===== config.mk =====
export PLATFORM = sky130hd
export DESIGN_NAME = miner_work_feeder
export DESIGN_NICKNAME = d
export VERILOG_FILES = /design/src/rtl/miner_work_feeder.sv
export SDC_FILE = /design/constraint.sdc
export NUM_CORES = 2
export LEC_CHECK = 0
export ABC_AREA = 1
export ABC_CLOCK_PERIOD_IN_PS = 3300
export CORE_UTILIZATION = 53
export CTS_BUF_LIST = sky130_fd_sc_hd__clkbuf_16
export DETAILED_ROUTE_END_ITERATION = 8
export PLACE_DENSITY = 0.91
export SLEW_MARGIN = 20
export SYNTH_ARGS = -nofsm -noshare
export SYNTH_HDL_FRONTEND = slang
export SYNTH_SLANG_ARGS = --single-unit

===== constraint.sdc =====
create_clock -name hash_clk -period 3.3 [get_ports hash_clk]
set_input_delay 0.66 -clock hash_clk [delete_from_list [all_inputs] [get_ports hash_clk]]
set_output_delay 0.66 -clock hash_clk [all_outputs]
set_load 0.05 [all_outputs]

===== src/rtl/miner_work_feeder.sv =====
// Work feeder between a word-serial job stream and a hashing core.
// Collects 11-word jobs into a shadow buffer and presents them to the miner.
// Queues found nonces, each tagged with its job id, in a two-entry result FIFO.
//
//   state   | meaning
//   COLLECT | no active job yet, gathering words of the first job
//   PRESENT | completed job offered on work_valid, input stalled
//   RUN     | miner busy on active job, next job gathered in shadow
module miner_work_feeder #(
  parameter logic [31:0] NONCE_START = 32'h0,
  parameter int          RES_DEPTH   = 2
) (
  input  logic         hash_clk,
  input  logic         reset_n,
  input  logic         in_valid,
  output logic         in_ready,
  input  logic [31:0]  in_data,
  input  logic         in_last,
  output logic         work_valid,
  input  logic         work_ready,
  output logic [255:0] midstate,
  output logic [95:0]  data,
  output logic [31:0]  nonce_base,
  output logic [7:0]   job_id,
  input  logic         golden_valid,
  input  logic [31:0]  golden_nonce,
  output logic         result_valid,
  input  logic         result_ready,
  output logic [31:0]  result_nonce,
  output logic [7:0]   result_job,
  output logic         err_frame,
  output logic [7:0]   drop_cnt
);

  typedef enum logic [1:0] {
    COLLECT = 2'd0,
    PRESENT = 2'd1,
    RUN     = 2'd2
  } state_t;

  state_t         state_q, state_d;
  logic [3:0]     wcnt_q, wcnt_d;
  logic [255:0]   shadow_mid_q, shadow_mid_d;
  logic [63:0]    shadow_data_q, shadow_data_d;
  logic [255:0]   midstate_q;
  logic [95:0]    data_q;
  logic [7:0]     job_id_q, next_id_q;
  logic           err_frame_q;
  logic [7:0]     drop_cnt_q;

  logic [39:0]    fifo_q [RES_DEPTH];
  logic           rd_ptr_q, wr_ptr_q;
  logic [1:0]     fcnt_q;

  logic           accept, last_word, job_done, frame_err;
  logic           push, pop, fifo_full, do_write, drop;

  assign in_ready   = (state_q != PRESENT);
  assign work_valid = (state_q == PRESENT);
  assign midstate   = midstate_q;
  assign data       = data_q;
  assign nonce_base = NONCE_START;
  assign job_id     = job_id_q;
  assign err_frame  = err_frame_q;
  assign drop_cnt   = drop_cnt_q;

  assign accept    = in_valid & in_ready;
  assign last_word = (wcnt_q == 4'd10);
  assign job_done  = accept & in_last & last_word;
  // in_last must coincide exactly with the eleventh word
  assign frame_err = accept & (in_last ^ last_word);

  assign result_valid = (fcnt_q != 2'd0);
  assign result_nonce = fifo_q[rd_ptr_q][39:8];
  assign result_job   = fifo_q[rd_ptr_q][7:0];

  assign pop       = result_valid & result_ready;
  assign push      = golden_valid & (state_q == RUN);
  assign fifo_full = (fcnt_q == 2'(RES_DEPTH));
  // a pop in the same cycle frees the slot the push lands in
  assign do_write  = push & (~fifo_full | pop);
  assign drop      = push & fifo_full & ~pop;

  // state register
  always_ff @(posedge hash_clk) begin
    if (!reset_n) state_q <= COLLECT;
    else          state_q <= state_d;
  end

  // next-state: a completed job always preempts to PRESENT
  always_comb begin
    state_d = state_q;
    case (state_q)
      PRESENT: if (work_ready) state_d = RUN;
      default: if (job_done)   state_d = PRESENT;
    endcase
  end

  // word counter and shadow loading
  always_comb begin
    wcnt_d        = wcnt_q;
    shadow_mid_d  = shadow_mid_q;
    shadow_data_d = shadow_data_q;
    if (frame_err || job_done) begin
      wcnt_d = 4'd0;
    end else if (accept) begin
      wcnt_d = wcnt_q + 4'd1;
      if (!wcnt_q[3]) shadow_mid_d[{wcnt_q[2:0], 5'b0} +: 32] = in_data;
      else            shadow_data_d[{wcnt_q[0], 5'b0} +: 32]   = in_data;
    end
  end

  // job buffers, active job outputs and framing error flag
  always_ff @(posedge hash_clk) begin
    if (!reset_n) begin
      wcnt_q        <= 4'd0;
      shadow_mid_q  <= '0;
      shadow_data_q <= '0;
      midstate_q    <= '0;
      data_q        <= '0;
      job_id_q      <= 8'd0;
      next_id_q     <= 8'd0;
      err_frame_q   <= 1'b0;
    end else begin
      wcnt_q        <= wcnt_d;
      shadow_mid_q  <= shadow_mid_d;
      shadow_data_q <= shadow_data_d;
      if (job_done) begin
        midstate_q <= shadow_mid_q;
        data_q     <= {in_data, shadow_data_q};
        job_id_q   <= next_id_q;
        next_id_q  <= next_id_q + 8'd1;
      end
      if (frame_err) err_frame_q <= 1'b1;
    end
  end

  // result FIFO and saturating drop counter
  always_ff @(posedge hash_clk) begin
    if (!reset_n) begin
      for (int i = 0; i < RES_DEPTH; i++) fifo_q[i] <= '0;
      rd_ptr_q   <= 1'b0;
      wr_ptr_q   <= 1'b0;
      fcnt_q     <= 2'd0;
      drop_cnt_q <= 8'd0;
    end else begin
      if (do_write) begin
        fifo_q[wr_ptr_q] <= {golden_nonce, job_id_q};
        wr_ptr_q         <= ~wr_ptr_q;
      end
      if (pop) rd_ptr_q <= ~rd_ptr_q;
      fcnt_q <= fcnt_q + {1'b0, do_write} - {1'b0, pop};
      if (drop && drop_cnt_q != 8'hFF) drop_cnt_q <= drop_cnt_q + 8'd1;
    end
  end

endmodule


==> report_table.html <==
<table>
<tr><th>Metric</th><th>Value</th></tr>
<tr><th colspan="2">Outcome</th></tr>
<tr><td>Outcome</td><td>complete, no violations</td></tr>
<tr><th colspan="2">Clock tree</th></tr>
<tr><td>Post-CTS setup buffers</td><td>0</td></tr>
<tr><td>Number of buffers between clock root and the deepest sink</td><td>3</td></tr>
<tr><td>TritonCTS clock tree</td><td>done</td></tr>
<tr><td>Source-to-sink clock delay at the later pin of the worst-skew pair</td><td>0.63 ns</td></tr>
<tr><td>Library cell used as clock root buffer</td><td>clkbuf_16</td></tr>
<tr><td>Number of buffers inserted during clock tree synthesis</td><td>77</td></tr>
<tr><td>Clock slew seen by the registers of the worst setup and hold paths</td><td>approximately 0.060 ns</td></tr>
<tr><td>Clk sinks</td><td>788</td></tr>
<tr><td>Number of levels the H-tree was split into</td><td>3</td></tr>
<tr><th colspan="2">Critical path</th></tr>
<tr><td>Flop2flop setup slack</td><td>around 0.47 ns</td></tr>
<tr><td>Number of cells on the critical path</td><td>3</td></tr>
<tr><td>Element type at the critical path end</td><td>primary output</td></tr>
<tr><td>Critical path destination</td><td>result_nonce[30]</td></tr>
<tr><td>R2R depth</td><td>9</td></tr>
<tr><td>Terminus of the critical flop-to-flop path</td><td>shadow_mid_q[163]</td></tr>
<tr><td>Crit-path slowest cell</td><td>clkdlybuf4s50_1</td></tr>
<tr><td>Cell type group with the largest total delay on the critical path</td><td>buffers and inverters</td></tr>
<tr><td>Critical Setup Path Class</td><td>flip-flop to primary output</td></tr>
<tr><td>Largest fanout on the critical path</td><td>25</td></tr>
<tr><td>CP Data Arrival Time</td><td>around 2.6 ns</td></tr>
<tr><td>R2r startpoint</td><td>wcnt_q[1]</td></tr>
<tr><td>Largest incremental delay on the critical path</td><td>0.73 ns</td></tr>
<tr><td>Required @ worst endpoint</td><td>2.64 ns</td></tr>
<tr><td>Critical-path cell list</td><td>buf_12 -&gt; mux2_2 -&gt; clkdlybuf4s50_1</td></tr>
<tr><td>Startpoint type of the worst setup path</td><td>flip-flop</td></tr>
<tr><td>Sum of buffers and inverters on the critical path</td><td>2</td></tr>
<tr><th colspan="2">Timing</th></tr>
<tr><td>Maximum clock skew at final layout</td><td>between 0.02 and 0.03 ns</td></tr>
<tr><td>Endpoints failing hold</td><td>0</td></tr>
<tr><td>Worst-margin pin slew</td><td>~0.83 ns</td></tr>
<tr><td>Fin. max-slew vios</td><td>0</td></tr>
<tr><td>Setup TNS</td><td>0 ns</td></tr>
<tr><td>Fraction of the cycle the final worst path needs</td><td>99.7%</td></tr>
<tr><td>Max-slew headroom</td><td>about 44%</td></tr>
<tr><td>Final setup violation count</td><td>0</td></tr>
<tr><td>WHS</td><td>about 0.42 ns</td></tr>
<tr><td>Final critical-path required period</td><td>roughly 3.3 ns</td></tr>
<tr><td>Maximum clock frequency</td><td>just over 300 MHz</td></tr>
<tr><th colspan="2">Synth</th></tr>
<tr><td>Part of the Yosys area used for sequential elements</td><td>55.3%</td></tr>
<tr><td>Fraction of registers with async set or reset after synthesis</td><td>0%</td></tr>
<tr><td>Post-synthesis instance area</td><td>approximately 0.030 sq mm</td></tr>
<tr><td>Flip-flop and latch count after synthesis</td><td>788</td></tr>
<tr><td>Number of enable flip-flop cells after synthesis</td><td>80</td></tr>
<tr><td>Number of distinct library cells after synthesis</td><td>33</td></tr>
<tr><td>Cells after synthesis</td><td>roughly 3800</td></tr>
<tr><td>Most used flip-flop cell after synthesis</td><td>dfxtp_1</td></tr>
<tr><td>Avg Cell Area, Syn</td><td>about 7.8 sq um</td></tr>
<tr><td>Number of warnings issued by yosys</td><td>0</td></tr>
<tr><th colspan="2">Pwr</th></tr>
<tr><td>Switching power as a share of total power</td><td>roughly a quarter</td></tr>
<tr><td>Static leakage</td><td>approximately 0.016 uW</td></tr>
<tr><td>Clock power share</td><td>between 40% and 50%</td></tr>
<tr><td>Reg power frac</td><td>around 50%</td></tr>
<tr><td>Power density of the placed cells</td><td>536 mW/mm^2</td></tr>
<tr><td>Portion of total power attributed to combinational logic</td><td>6.9%</td></tr>
<tr><td>Maximum VDD drop</td><td>approximately 360 uV</td></tr>
<tr><td>Internal power consumption</td><td>approximately 15000 uW</td></tr>
<tr><td>Net switching power of the design</td><td>4840 uW</td></tr>
<tr><th colspan="2">Floorplanning</th></tr>
<tr><td>Floorplan die area</td><td>between 0.05 and 0.06 sq mm</td></tr>
<tr><td>Placeable Area</td><td>0.0555 sq mm</td></tr>
<tr><td>Effective utilization at floorplan</td><td>54.0%</td></tr>
<tr><td>Standard-cell row count</td><td>86</td></tr>
<tr><td>Top-level I/O count</td><td>a little over 500</td></tr>
<tr><td>Die span in x</td><td>approximately 240 microns</td></tr>
<tr><td>Die Span Y</td><td>roughly 240 microns</td></tr>
<tr><th colspan="2">Detailed routing</th></tr>
<tr><td>Total iterations of the first detailed-routing run</td><td>8</td></tr>
<tr><td>Final routed DRC violation total</td><td>0</td></tr>
<tr><td>Post-DRT Antenna Nets</td><td>0</td></tr>
<tr><td>Total vias in the final route</td><td>27800</td></tr>
<tr><td>Number of vias per cell</td><td>roughly 5.5</td></tr>
<tr><td>Per-cell routed wire length</td><td>~20 microns</td></tr>
<tr><td>Initial DRC count</td><td>approximately 3400</td></tr>
<tr><td>Overall routed net length</td><td>between 100000 and 150000 microns</td></tr>
<tr><th colspan="2">GRT</th></tr>
<tr><td>Total global-route track usage</td><td>about 34%</td></tr>
<tr><td>Antenna violations before repair</td><td>2</td></tr>
<tr><td>Congestion Overflow GR</td><td>0</td></tr>
<tr><td>Wire length of the first global-routing pass</td><td>149000 microns</td></tr>
<tr><td>Largest net degree at the start of global routing</td><td>between 150 and 200</td></tr>
<tr><td>Via count of the first global-routing pass</td><td>roughly 26000</td></tr>
<tr><th colspan="2">Final layout</th></tr>
<tr><td>Register area</td><td>~0.017 sq mm</td></tr>
<tr><td>Final non-filler cell total</td><td>5010</td></tr>
<tr><td>Post-layout nets</td><td>around 4300</td></tr>
<tr><td>Filler Cell Count</td><td>between 4000 and 5000</td></tr>
<tr><td>Area used by multi-input combinational logic</td><td>roughly 0.012 sq mm</td></tr>
<tr><td>Relative area change from synthesis to final layout</td><td>25.6%</td></tr>
<tr><td>Fraction of final layout cells sized beyond drive strength 1</td><td>under 10%</td></tr>
<tr><th colspan="2">Placed design</th></tr>
<tr><td>Count of buffers inserted at the top-level ports</td><td>slightly below 500</td></tr>
<tr><td>Final weighted congestion in routability-driven placement</td><td>between 0.9 and 1</td></tr>
<tr><td>HPWL reported at the end of detailed placement</td><td>around 64000 microns</td></tr>
<tr><td>Number of placed cells counting well taps</td><td>4867</td></tr>
<tr><th colspan="2">Hold path</th></tr>
<tr><td>Path category of the worst min-delay check</td><td>input pin to flip-flop</td></tr>
<tr><th colspan="2">Flow run</th></tr>
<tr><td>Max capacitance violation total</td><td>0</td></tr>
</table>
-- cell usage in the layout, fill, tap and decap left out, types with 15 or more instances in the layout --
cell                n
o21bai_1           26
nor2_1           1254
edfxtp_1           80
clkinv_2           15
a21oi_1           179
nand2_1           475
conb_1             32
dfxtp_1           707
clkdlybuf4s50_1   478
nand3_1           117
inv_1             159
clkbuf_16          80
mux2_2             40
o21ai_0           449
clkinv_1           16
buf_4              41
-- power by group through the flow --
stage	registers (uW)	clock network [uW]	logic [uW]
CTS	9800	9010	1360
global placement	10000	0	1340
global route	9800	9410	1460
finish	9800	8970	1400
detailed placement	10000	0	1350
floorplan	9990	0	877
-- cells in the mapped netlist (all sizes together), types with 2 or more instances --
| library cell | number | area [sq um] |
|---|---|---|
| nor2 | 1265 | 4800 |
| dfxtp | 708 | 14200 |
| nand2 | 481 | 1830 |
| o21ai | 449 | 2250 |
| buf | 190 | 1050 |
| a21oi | 180 | 912 |
| inv | 158 | 593 |
| nand3 | 120 | 616 |
| clkbuf | 98 | 368 |
| edfxtp | 80 | 2400 |
| mux2 | 40 | 450 |
| o21bai | 26 | 195 |
| nor3 | 15 | 80.1 |
| nand4 | 10 | 62.6 |
| ha | 9 | 113 |
| xor2 | 3 | 26.3 |
| nand3b | 2 | 15.0 |
| xnor2 | 2 | 17.5 |
-- registers in the layout, indices dropped and copies added, names as in the netlist, 4 cells and up, named ones only --
register,count
shadow_data_q,64
next_id_q,8
wcnt_q,4
midstate,256
fifo_q,80
data,96
job_id,8
shadow_mid_q,256
drop_cnt,8
-- metal layers --
layer  GRT usage (%)  routed length (microns)  up-vias
li1                -                        -    12900
met5               0                        0        -
met1            40.2                    36700    12900
met3            10.8                    11700      386
met2            52.2                    44900     1624
met4            22.6                     6750        0
-- area by class of cell --
class,instances,area share [%]
clock inverter,61,1.45
clock buffer,80,5.32
multi-input combinational,2635,30.6
tap,748,2.49
timing repair buffer,537,14.4
sequential,788,44.1
inverter,159,1.61
antenna,2,0.0133
-- how the worst min path moves through the flow --
stage | start | endpoint | slack (ns) | cells past startpoint
after floorplan | rd_ptr_q | flip-flop | 0.43 | 1
after global placement | rd_ptr_q | flip-flop | 0.43 | 1
after global routing | reset_n | shadow_mid_q[209] | 0.41 | 3
after CTS | reset_n | shadow_mid_q[210] | 0.39 | 3
after detailed placement | shadow_mid_q[213] | midstate[213] | 0.44 | 2
final | reset_n | shadow_mid_q[210] | 0.42 | 3
-- tightest hold or removal path, stage by stage --
cell and delay [ns]:
buf_8 0.18, nand2_1 0.10, nor2_1 0.03
-- timing repair --
| item | 4_1_cts | 5_1_grt |
|---|---|---|
| endpoints found under the hold margin | 0 | 0 |
| hold buffers | 0 | 0 |
| endpoints found under the setup margin | 0 | 3 |
| resized for setup | 0 | 3 |
-- through the flow --
stage | util [%] | setup slack (ns) | total power, uW | instance area (sq um)
floorplan | - | 0.573 | 10900 | 30100
global placement | 63.1 | 0.503 | 11300 | 35100
detailed placement | 63.1 | 0.463 | 11400 | 35100
CTS | 67.7 | 0.00145 | 20200 | 37600
global route | 67.7 | -0.0338 | 20700 | 37600
finish | 67.7 | 0.0108 | 20200 | 37600
-- cell families after synthesis --
family	share of synthesized area, %
mux	1.50
buf+inv	6.71
fa+ha+maj	0.376
simple gates	24.7
xor+xnor	0.146
compound gates	11.2
flops	55.3
other cells	0.0125
Note: power is estimated with default switching activity, not from simulation.
